[config.mk]
export PLATFORM = sky130hd
export DESIGN_NAME = seg_shift_tx
export DESIGN_NICKNAME = d
export VERILOG_FILES = /design/src/rtl/seg_shift_tx.sv
export SDC_FILE = /design/constraint.sdc
export NUM_CORES = 1
export LEC_CHECK = 0
export ABC_CLOCK_PERIOD_IN_PS = 6480
export BUFFER_PORTS_ARGS = -buffer_cell sky130_fd_sc_hd__buf_2
export CAP_MARGIN = 40
export CORE_MARGIN = 3
export CORE_UTILIZATION = 51
export CTS_CLUSTER_DIAMETER = 50
export DETAILED_ROUTE_END_ITERATION = 16
export GPL_TIMING_DRIVEN = 0
export PLACE_DENSITY_LB_ADDON = 0.12
export SLEW_MARGIN = 10
export SYNTH_ARGS = -nofsm -noshare
export SYNTH_HDL_FRONTEND = slang
export SYNTH_SLANG_ARGS = --single-unit
[constraint.sdc]
create_clock -name clk -period 6.48 [get_ports clk]
set_clock_uncertainty 0.15 [all_clocks]
set_input_delay 0.972 -clock clk [delete_from_list [all_inputs] [get_ports clk]]
set_output_delay 0.972 -clock clk [all_outputs]
set_load 0.1 [all_outputs]
[src/rtl/seg_shift_tx.sv]
// seg_shift_tx -- serial transmitter for the seven-segment display board.
//
// Captures a 64-bit segment/image word and shifts it MSB-first into the
// board's external shift-register chain using a divided shift clock, then
// pulses the storage latch so the new pattern appears atomically.
//
// Parameters:
//   CLK_DIV   clk cycles per seg_clk half-period (>= 1)
//
// Ports:
//   clk        system clock, rising edge
//   rst        asynchronous reset, active-low
//   data       64-bit word, bit 63 shifted first
//   start      transfer request, sampled only while idle
//   seg_clk    shift clock to the board (board samples on rising edge)
//   seg_dout   serial data
//   seg_latch  storage-register latch pulse, active-high
//   busy       high from accepted start until the end of the latch phase
//   done       one-cycle pulse on return to idle after a full transfer
//
// Optional feature macro: SEG_AUTO_REFRESH_EN
//   When defined, a last_sent register remembers the last transferred word and
//   any difference between data and last_sent starts a transfer while idle.

module seg_shift_tx #(
    parameter int CLK_DIV = 2
) (
    input  logic        clk,
    input  logic        rst,
    input  logic [63:0] data,
    input  logic        start,
    output logic        seg_clk,
    output logic        seg_dout,
    output logic        seg_latch,
    output logic        busy,
    output logic        done
);

    localparam int DW = (CLK_DIV > 1) ? $clog2(CLK_DIV) : 1;
    localparam logic [DW-1:0] DIV_MAX = DW'(CLK_DIV - 1);

    typedef enum logic [1:0] {
        IDLE  = 2'd0,
        SHIFT = 2'd1,
        LATCH = 2'd2
    } state_t;

    state_t        state, state_nxt;
    logic [63:0]   shreg, shreg_nxt;
    logic [5:0]    bitcnt, bitcnt_nxt;
    logic [DW-1:0] div, div_nxt;
    logic          sclk_q, sclk_nxt;
    logic          done_q, done_nxt;
    logic          go;

`ifdef SEG_AUTO_REFRESH_EN
    logic [63:0] last_sent;

    // A word that differs from what the board last received acts as a start.
    assign go = start | (data != last_sent);

    always_ff @(posedge clk or negedge rst) begin
        if (!rst) begin
            last_sent <= '0;
        end else if (state == IDLE && go) begin
            last_sent <= data;
        end
    end
`else
    assign go = start;
`endif

    // State and datapath registers.
    always_ff @(posedge clk or negedge rst) begin
        if (!rst) begin
            state  <= IDLE;
            shreg  <= '0;
            bitcnt <= '0;
            div    <= '0;
            sclk_q <= 1'b0;
            done_q <= 1'b0;
        end else begin
            state  <= state_nxt;
            shreg  <= shreg_nxt;
            bitcnt <= bitcnt_nxt;
            div    <= div_nxt;
            sclk_q <= sclk_nxt;
            done_q <= done_nxt;
        end
    end

    // Next-state and datapath update.
    always_comb begin
        state_nxt  = state;
        shreg_nxt  = shreg;
        bitcnt_nxt = bitcnt;
        div_nxt    = div;
        sclk_nxt   = sclk_q;
        done_nxt   = 1'b0;

        unique case (state)
            IDLE: begin
                if (go) begin
                    state_nxt  = SHIFT;
                    shreg_nxt  = data;
                    bitcnt_nxt = 6'd63;
                    div_nxt    = '0;
                    sclk_nxt   = 1'b0;
                end
            end

            SHIFT: begin
                if (div == DIV_MAX) begin
                    div_nxt = '0;
                    if (sclk_q) begin
                        // End of the high phase: the board has sampled this bit,
                        // so move on to the next one (or finish).
                        sclk_nxt = 1'b0;
                        if (bitcnt == 6'd0) begin
                            state_nxt = LATCH;
                        end else begin
                            shreg_nxt  = {shreg[62:0], 1'b0};
                            bitcnt_nxt = bitcnt - 6'd1;
                        end
                    end else begin
                        sclk_nxt = 1'b1;
                    end
                end else begin
                    div_nxt = div + DW'(1);
                end
            end

            LATCH: begin
                // Divider was cleared on entry, so the latch lasts CLK_DIV cycles.
                if (div == DIV_MAX) begin
                    div_nxt   = '0;
                    state_nxt = IDLE;
                    done_nxt  = 1'b1;
                end else begin
                    div_nxt = div + DW'(1);
                end
            end

            default: begin
                state_nxt = IDLE;
            end
        endcase
    end

    assign seg_clk   = sclk_q;
    // Data line is held low outside the shift phase.
    assign seg_dout  = (state == SHIFT) & shreg[63];
    assign seg_latch = (state == LATCH);
    assign busy      = (state != IDLE);
    assign done      = done_q;

endmodule

==> results of run 1 <==
-- cells in the final DEF (no fill, tap or decap), drive strengths merged --
| master | synthesis | routed |
|---|---|---|
| nor2b | 64 | 64 |
| o31a | 1 | 1 |
| o21ai | 7 | 7 |
| clkbuf | 10 | 20 |
| a311oi | 1 | 1 |
| and3 | 1 | 1 |
| o211ai | 1 | 1 |
| inv | 7 | 7 |
| buf | 13 | 85 |
| nand3 | 1 | 1 |
| nor3b | 2 | 2 |
| o21a | 1 | 1 |
| nor3 | 1 | 1 |
| clkinv | 0 | 3 |
| a311o | 1 | 1 |
| a22o | 2 | 2 |
| mux2i | 1 | 1 |
| o31ai | 1 | 1 |
| bufinv | 0 | 2 |
| dfrtp | 75 | 75 |
| o32ai | 1 | 1 |
| a21oi | 2 | 2 |
| a221o | 63 | 63 |
| or2 | 1 | 1 |
| ha | 7 | 7 |
| nand2 | 9 | 9 |
| or4b | 1 | 1 |
| a21boi | 1 | 1 |
| o311a | 1 | 1 |
| o22ai | 1 | 1 |
| and2 | 2 | 2 |
| mux2 | 2 | 2 |
| o41ai | 1 | 1 |
| nor2 | 10 | 10 |
| nand2b | 3 | 3 |
-- cell families after synthesis --
kind of cell,count (synthesis)
AO/OA/AOI/OAI,85
adder cells (fa/ha/maj),7
buffers and inverters,30
flip-flops,75
multiplexers,3
AND/OR/NAND/NOR,95
-- worst max-delay path: stages (launching register included) --
cell and delay (ps):
dfrtp_1 400, inv_1 120, ha_1 150, buf_2 170, clkbuf_1 350, and2_1 200, buf_2 420
-- metal layers --
metal,routed length [microns],vias to the layer above
met5,0,-
met4,70,0
met3,364,6
met2,3424,60
met1,3722,1278
li1,-,1268
-- layout make-up --
| class | count | area (sq um) | share of cell area |
|---|---|---|---|
| Buffer | 23 | 136.4 | 0.03252 |
| Multi-Input combinational cell | 190 | 1466 | 0.3496 |
| Inverter | 7 | 26.28 | 0.006265 |
| Sequential cell | 75 | 1877 | 0.4475 |
| Timing Repair Buffer | 72 | 385.4 | 0.09189 |
| Clock buffer | 10 | 127.6 | 0.03043 |
| Clock inverter | 5 | 78.83 | 0.01879 |
| Tap cell | 77 | 96.34 | 0.02297 |
-- worst max-delay path by stage --
stage                     slack [ps]  depth (start not counted)  endpoint            startpoint
final                           3220                          6  seg_dout  state[1]$_DFFE_PN0P_
after global routing            3050                          6  seg_dout  state[1]$_DFFE_PN0P_
after CTS                       3210                          6  seg_dout  state[1]$_DFFE_PN0P_
after detailed placement        3570                          6  seg_dout  state[1]$_DFFE_PN0P_
after global placement          3580                          6  seg_dout  state[1]$_DFFE_PN0P_
after floorplan                 3540                          5  seg_dout  state[1]$_DFFE_PN0P_
-- power by group through the flow --
stage | registers [mW] | logic, mW | clock network [mW]
6_report | 0.729 | 0.715 | 0.380
5_1_grt | 0.749 | 0.796 | 0.413
4_1_cts | 0.728 | 0.722 | 0.390
3_5_place_dp | 0.733 | 0.717 | 0
3_3_place_gp | 0.728 | 0.699 | 0
2_1_floorplan | 0.722 | 0.554 | 0
-- sequential cells by signal (all words and copies together), names as in the netlist --
name     cells
done         1
div          1
shreg       64
bitcnt       6
state        2
seg_clk      1
-- stage by stage --
stage          hold slack, ps    util  area (sq um)  worst slack, ps  power [mW]
2_1_floorplan           321.0       -          3506             3540       1.276
3_5_place_dp            330.8  0.6139          3988             3569       1.449
6_report                335.0  0.6457          4194             3216       1.824
5_1_grt                 370.9  0.6457          4194             3045       1.958
4_1_cts                 341.9  0.6457          4194             3205       1.840
3_3_place_gp            327.2  0.6093          3958             3579       1.427
==> results.sh, run 1 <==
export IMPL_outcome="complete, no violations"
export IMPL_powerDensity_nw_per_um2=434.9
export IMPL_grt_pass1_vias=2568
export IMPL_reg2reg_slack_ps=4090
export IMPL_yosysMostFrequentCell="dfrtp_1"
export IMPL_dieArea_sq_um=7905
export IMPL_cts_resized=0
export IMPL_fp_dieW_microns=88.91
export IMPL_ctsLongestPathBuffers=2
export IMPL_syn2layout_area_growth_pct=19.63
export IMPL_port_buffers=71
export IMPL_netlist_instances=295
export IMPL_drt_total_wl_microns=7581
export IMPL_synth_main_ff_cell="dfrtp_1"
export IMPL_period_share=0.5038
export IMPL_share_comb_of_total_power=0.392
export IMPL_slew_viol_final=0
export IMPL_finalSetupViolations=0
export IMPL_worst_setup_path_type="flip-flop to primary output"
export IMPL_synth_edf_count=0
export IMPL_r2r_start="state[1]$_DFFE_PN0P_"
export IMPL_place_inst=444
export IMPL_synth_xor_area_frac=0
export IMPL_synth_top_family_by_area="compound AO/OA/AOI/OAI gates"
export IMPL_cts_setup_buffers=0
export IMPL_hold_path_class="flip-flop to flip-flop"
export IMPL_grt_max_degree=47
export IMPL_num_rows=29
export IMPL_cp_required_ps=5360
export IMPL_htree_levels=3
export IMPL_rsz0062_at_grt="no"
export IMPL_antenna_left=0
export IMPL_power_share_switching=0.3499
export IMPL_clkTransAtPathRegs_ps=80
export IMPL_r2r_cells=8
export IMPL_intPower_mw=1.186
export IMPL_slew_headroom=0.6591
export IMPL_hold_buffers=0
export IMPL_power_frac_clock=0.208
export IMPL_drv_cap=0
export IMPL_min_period_ps=3264
export IMPL_ys_warn_count=0
export IMPL_gp_congestion=0.7696
export IMPL_antenna_found_initial=0
export IMPL_timing_fmax_mhz=306.3
export IMPL_arrival_ps=2140
export IMPL_ys_types=36
export IMPL_seqPwrFrac=0.400
export IMPL_hp_start="shreg[47]$_DFFE_PN0P_"
export IMPL_synth_top_area_share=0.5353
export IMPL_synth_common_cells="dfrtp_1 (75), nor2b_1 (64), a221o_1 (63)"
export IMPL_hold_viol=0
export IMPL_synth_net_count=369
export IMPL_initial_core_util=0.5398
export IMPL_synthMuxAreaShare=0.009279
export IMPL_ys_ff_latch=75
export IMPL_use_met3=0.03687
export IMPL_core_area_sq_um=6495
export IMPL_synth_compound_area_frac=0.2256
export IMPL_tns_ps=0
export IMPL_numCtsBuffers=9
export IMPL_synth_adder_area_share=0.02498
export IMPL_end_kind="primary output"
export IMPL_ir_drop_mv=0.2717
export IMPL_hold_end="shreg[48]$_DFFE_PN0P_"
export IMPL_grt_overflow_total=0
export IMPL_stdcell_count=459
export IMPL_io_pins=72
export IMPL_grt_busiest_layer="met2"
export IMPL_leakage_nw=2.022
export IMPL_dr_pass1_iters=4
export IMPL_syn_area_per_cell_sq_um=11.88
export IMPL_clock_latency_ps=340
export IMPL_fillers=520
export IMPL_syn_area_sq_um=3506
export IMPL_power_net_switching_uw=638.1
export IMPL_cts_sinks=75
export IMPL_tightest_slew_ps=511.3
export IMPL_synthTopCellsByArea="dfrtp_1 (54%), a221o_1 (18%), nor2b_1 (11%)"
export IMPL_avgRoutedWirePerCell_microns=16.52
export IMPL_tritoncts="done"
export IMPL_drc_errors=0
export IMPL_yosysSeqAreaShare=0.5353
export IMPL_track_usage=0.2002
export IMPL_worst_path_max_fanout=10
export IMPL_use_met1=0.2834
export IMPL_hpwl_microns=5215
export IMPL_r2r_end="shreg[63]$_DFFE_PN0P_"
export IMPL_yosysTopAreaCell="dfrtp_1"
export IMPL_hold_path_depth=1
export IMPL_grt_pass1_wl_microns=12200
export IMPL_clockRootBuffer="clkbuf_8"
export IMPL_fin_nets=452
export IMPL_n_antenna_cell=0
export IMPL_async_flop_share=1.000
export IMPL_synth_simple_gate_area_frac=0.1585
export IMPL_grt_use_met2=0.3097
export IMPL_die_h_microns=88.91
export IMPL_drive_gt1_frac=0.2723
export IMPL_vias=2612
export IMPL_drtIter0Drc=120
export IMPL_start_kind="flip-flop"
export IMPL_routed_via_density=5.691
(Power assumes the default switching activity.)
==> inputs of run 2 (changes only) <==
--- a/config.mk
+++ b/config.mk
@@ -5,11 +5,11 @@
 export SDC_FILE = /design/constraint.sdc
 export NUM_CORES = 1
 export LEC_CHECK = 0
-export ABC_CLOCK_PERIOD_IN_PS = 6480
+export ABC_CLOCK_PERIOD_IN_PS = 3000
 export BUFFER_PORTS_ARGS = -buffer_cell sky130_fd_sc_hd__buf_2
 export CAP_MARGIN = 40
 export CORE_MARGIN = 3
-export CORE_UTILIZATION = 51
+export CORE_UTILIZATION = 49
 export CTS_CLUSTER_DIAMETER = 50
 export DETAILED_ROUTE_END_ITERATION = 16
 export GPL_TIMING_DRIVEN = 0
==> constraint.sdc (replaced) <==
create_clock -name clk -period 3 [get_ports clk]
set_clock_uncertainty 0.15 [all_clocks]
set_input_delay 0.45 -clock clk [delete_from_list [all_inputs] [get_ports clk]]
set_output_delay 0.45 -clock clk [all_outputs]
set_load 0.1 [all_outputs]
==> run 2 against run 1 <==
Compared with the run above:
- worst setup slack got worse by 3000 ps
- non-clock buffer count is 1 higher
- register-to-register slack got worse by 3500 ps
- critical path depth is the same
- power rose by 120%
- clock power up 120%
- final area increased by 0.87%
- combinational power grew 120%
- critical endpoint unchanged
==> results.sh, run 2 (synthesized netlist as in run 1, its figures left out) <==
export IMPL_port_buffers=71
export IMPL_initial_core_util=0.5104
export IMPL_end_kind="primary output"
export IMPL_clkTransAtPathRegs_ps=80
export IMPL_largestRegisters="shreg: 64 flops, bitcnt: 6 flops, state: 2 flops"
export IMPL_fin_nets=453
export IMPL_antenna_found_initial=0
export IMPL_reg2reg_slack_ps=630
export IMPL_critPathBufInv=4
export IMPL_r2r_end="shreg[31]$_DFFE_PN0P_"
export IMPL_clock_latency_ps=340
export IMPL_slew_headroom=0.6751
export IMPL_grt_overflow_total=0
export IMPL_die_h_microns=90.59
export IMPL_finalSetupViolations=0
export IMPL_timing_fmax_mhz=359.3
export IMPL_hold_viol=0
export IMPL_track_usage=0.1947
export IMPL_leakage_nw=2.024
export IMPL_numCtsBuffers=9
export IMPL_cp_common_cell="buf_2"
export IMPL_grt_pass1_vias=2659
export IMPL_stdcell_count=480
export IMPL_drtIter0Drc=170
export IMPL_drive_gt1_frac=0.2708
export IMPL_path_cells="inv_1 > ha_1 > buf_2 > clkbuf_1 > and2_1 > buf_2"
export IMPL_clockRootBuffer="clkbuf_8"
export IMPL_ctsLongestPathBuffers=2
export IMPL_min_period_ps=2783
export IMPL_max_stage_delay_ps=430
export IMPL_cts_setup_buffers=0
export IMPL_n_antenna_cell=0
export IMPL_final_cell_mix="buf_2 (77), dfrtp_1 (75), nor2b_1 (64)"
export IMPL_tightest_slew_ps=490.8
export IMPL_vias=2620
export IMPL_slew_viol_final=0
export IMPL_cp_required_ps=2400
export IMPL_hold_path_class="input port to flip-flop"
export IMPL_syn2layout_area_growth_pct=20.66
export IMPL_crit_end="seg_dout"
export IMPL_final_common_cell="buf_2"
export IMPL_crit_family="buffers and inverters"
export IMPL_tns_ps=0
export IMPL_cp_num_cells=6
export IMPL_core_area_sq_um=6869
export IMPL_cts_sinks=75
export IMPL_drv_cap=0
export IMPL_htree_levels=3
export IMPL_largest_register_ff_count=64
export IMPL_dieArea_sq_um=8206
export IMPL_gp_congestion=0.8241
export IMPL_place_inst=463
export IMPL_worstSetupStartpoint="state[1]$_DFFE_PN0P_"
export IMPL_rsz0062_at_grt="no"
export IMPL_r2r_cells=8
export IMPL_grt_max_degree=57
export IMPL_power_total_mw=3.954
export IMPL_worst_setup_path_type="flip-flop to primary output"
export IMPL_outcome="complete, no violations"
export IMPL_tritoncts="done"
export IMPL_period_share=0.9276
export IMPL_arrival_ps=2180
export IMPL_ir_drop_mv=0.3909
export IMPL_dr_pass1_iters=4
export IMPL_powerDensity_nw_per_um2=934.6
export IMPL_antenna_left=0
export IMPL_fp_dieW_microns=90.59
export IMPL_avgRoutedWirePerCell_microns=15.65
export IMPL_top_register="shreg"
export IMPL_r2r_start="state[1]$_DFFE_PN0P_"
export IMPL_worst_path_max_fanout=10
export IMPL_io_pins=72
export IMPL_slowest_stage="buf_2"
export IMPL_holdWs_ps=178.7
export IMPL_hpwl_microns=5153
export IMPL_start_kind="flip-flop"
export IMPL_drc_errors=0
export IMPL_grt_pass1_wl_microns=12840
export IMPL_drt_total_wl_microns=7512
export IMPL_num_rows=30
export IMPL_routed_via_density=5.458
-- run 2: report_power, final --
group / total (mW) / switching [mW] / internal (mW)
Sequential: 1.57 / 0.201 / 1.37
Clock: 0.839 / 0.373 / 0.467
Combinational: 1.55 / 0.814 / 0.732
-- run 2: metrics by stage --
step           cell area [sq um]    util  setup WS (ps)
6_report                    4230  0.6158          217.1
5_1_grt                     4230  0.6158          73.27
4_1_cts                     4230  0.6158          193.6
3_5_place_dp                4011  0.5840          579.5
3_3_place_gp                3981  0.5796          574.1
2_1_floorplan               3506       -          545.2
-- run 2: how the worst min path moves through the flow --
stage / start / to / slack (ps) / depth (start not counted)
floorplan: rst / bitcnt[0]$_DFFE_PN0P_ / 4 / 0
global placement: shreg[18]$_DFFE_PN0P_ / shreg[19]$_DFFE_PN0P_ / 330 / 1
detailed placement: rst / shreg[21]$_DFFE_PN0P_ / 210 / 1
CTS: data[20] / shreg[20]$_DFFE_PN0P_ / 160 / 2
global route: data[23] / shreg[23]$_DFFE_PN0P_ / 160 / 2
finish: data[22] / shreg[22]$_DFFE_PN0P_ / 180 / 2
-- run 2: cell type report --
cell class | count | area, sq um
plain buffers | 23 | 136.4
clock buffers | 11 | 131.4
clock inverters | 5 | 77.57
fillers | 594 | 2639
inverters | 7 | 26.28
multi-input cells | 190 | 1466
flip-flops and latches | 75 | 1877
well taps | 96 | 120.1
repair buffers | 73 | 395.4
-- run 2: timing repair --
item / CTS / global route
hold endpoints to repair: 19 / 0
hold buffers: 1 / 0
resized for setup: 0 / 0
-- run 2: per-layer routing --
layer | part of all wire | track usage
met1 | 0.48 | 0.2790
met2 | 0.45 | 0.2872
met3 | 0.058 | 0.05833
met4 | 0.013 | 0.05357
met5 | 0 | 0
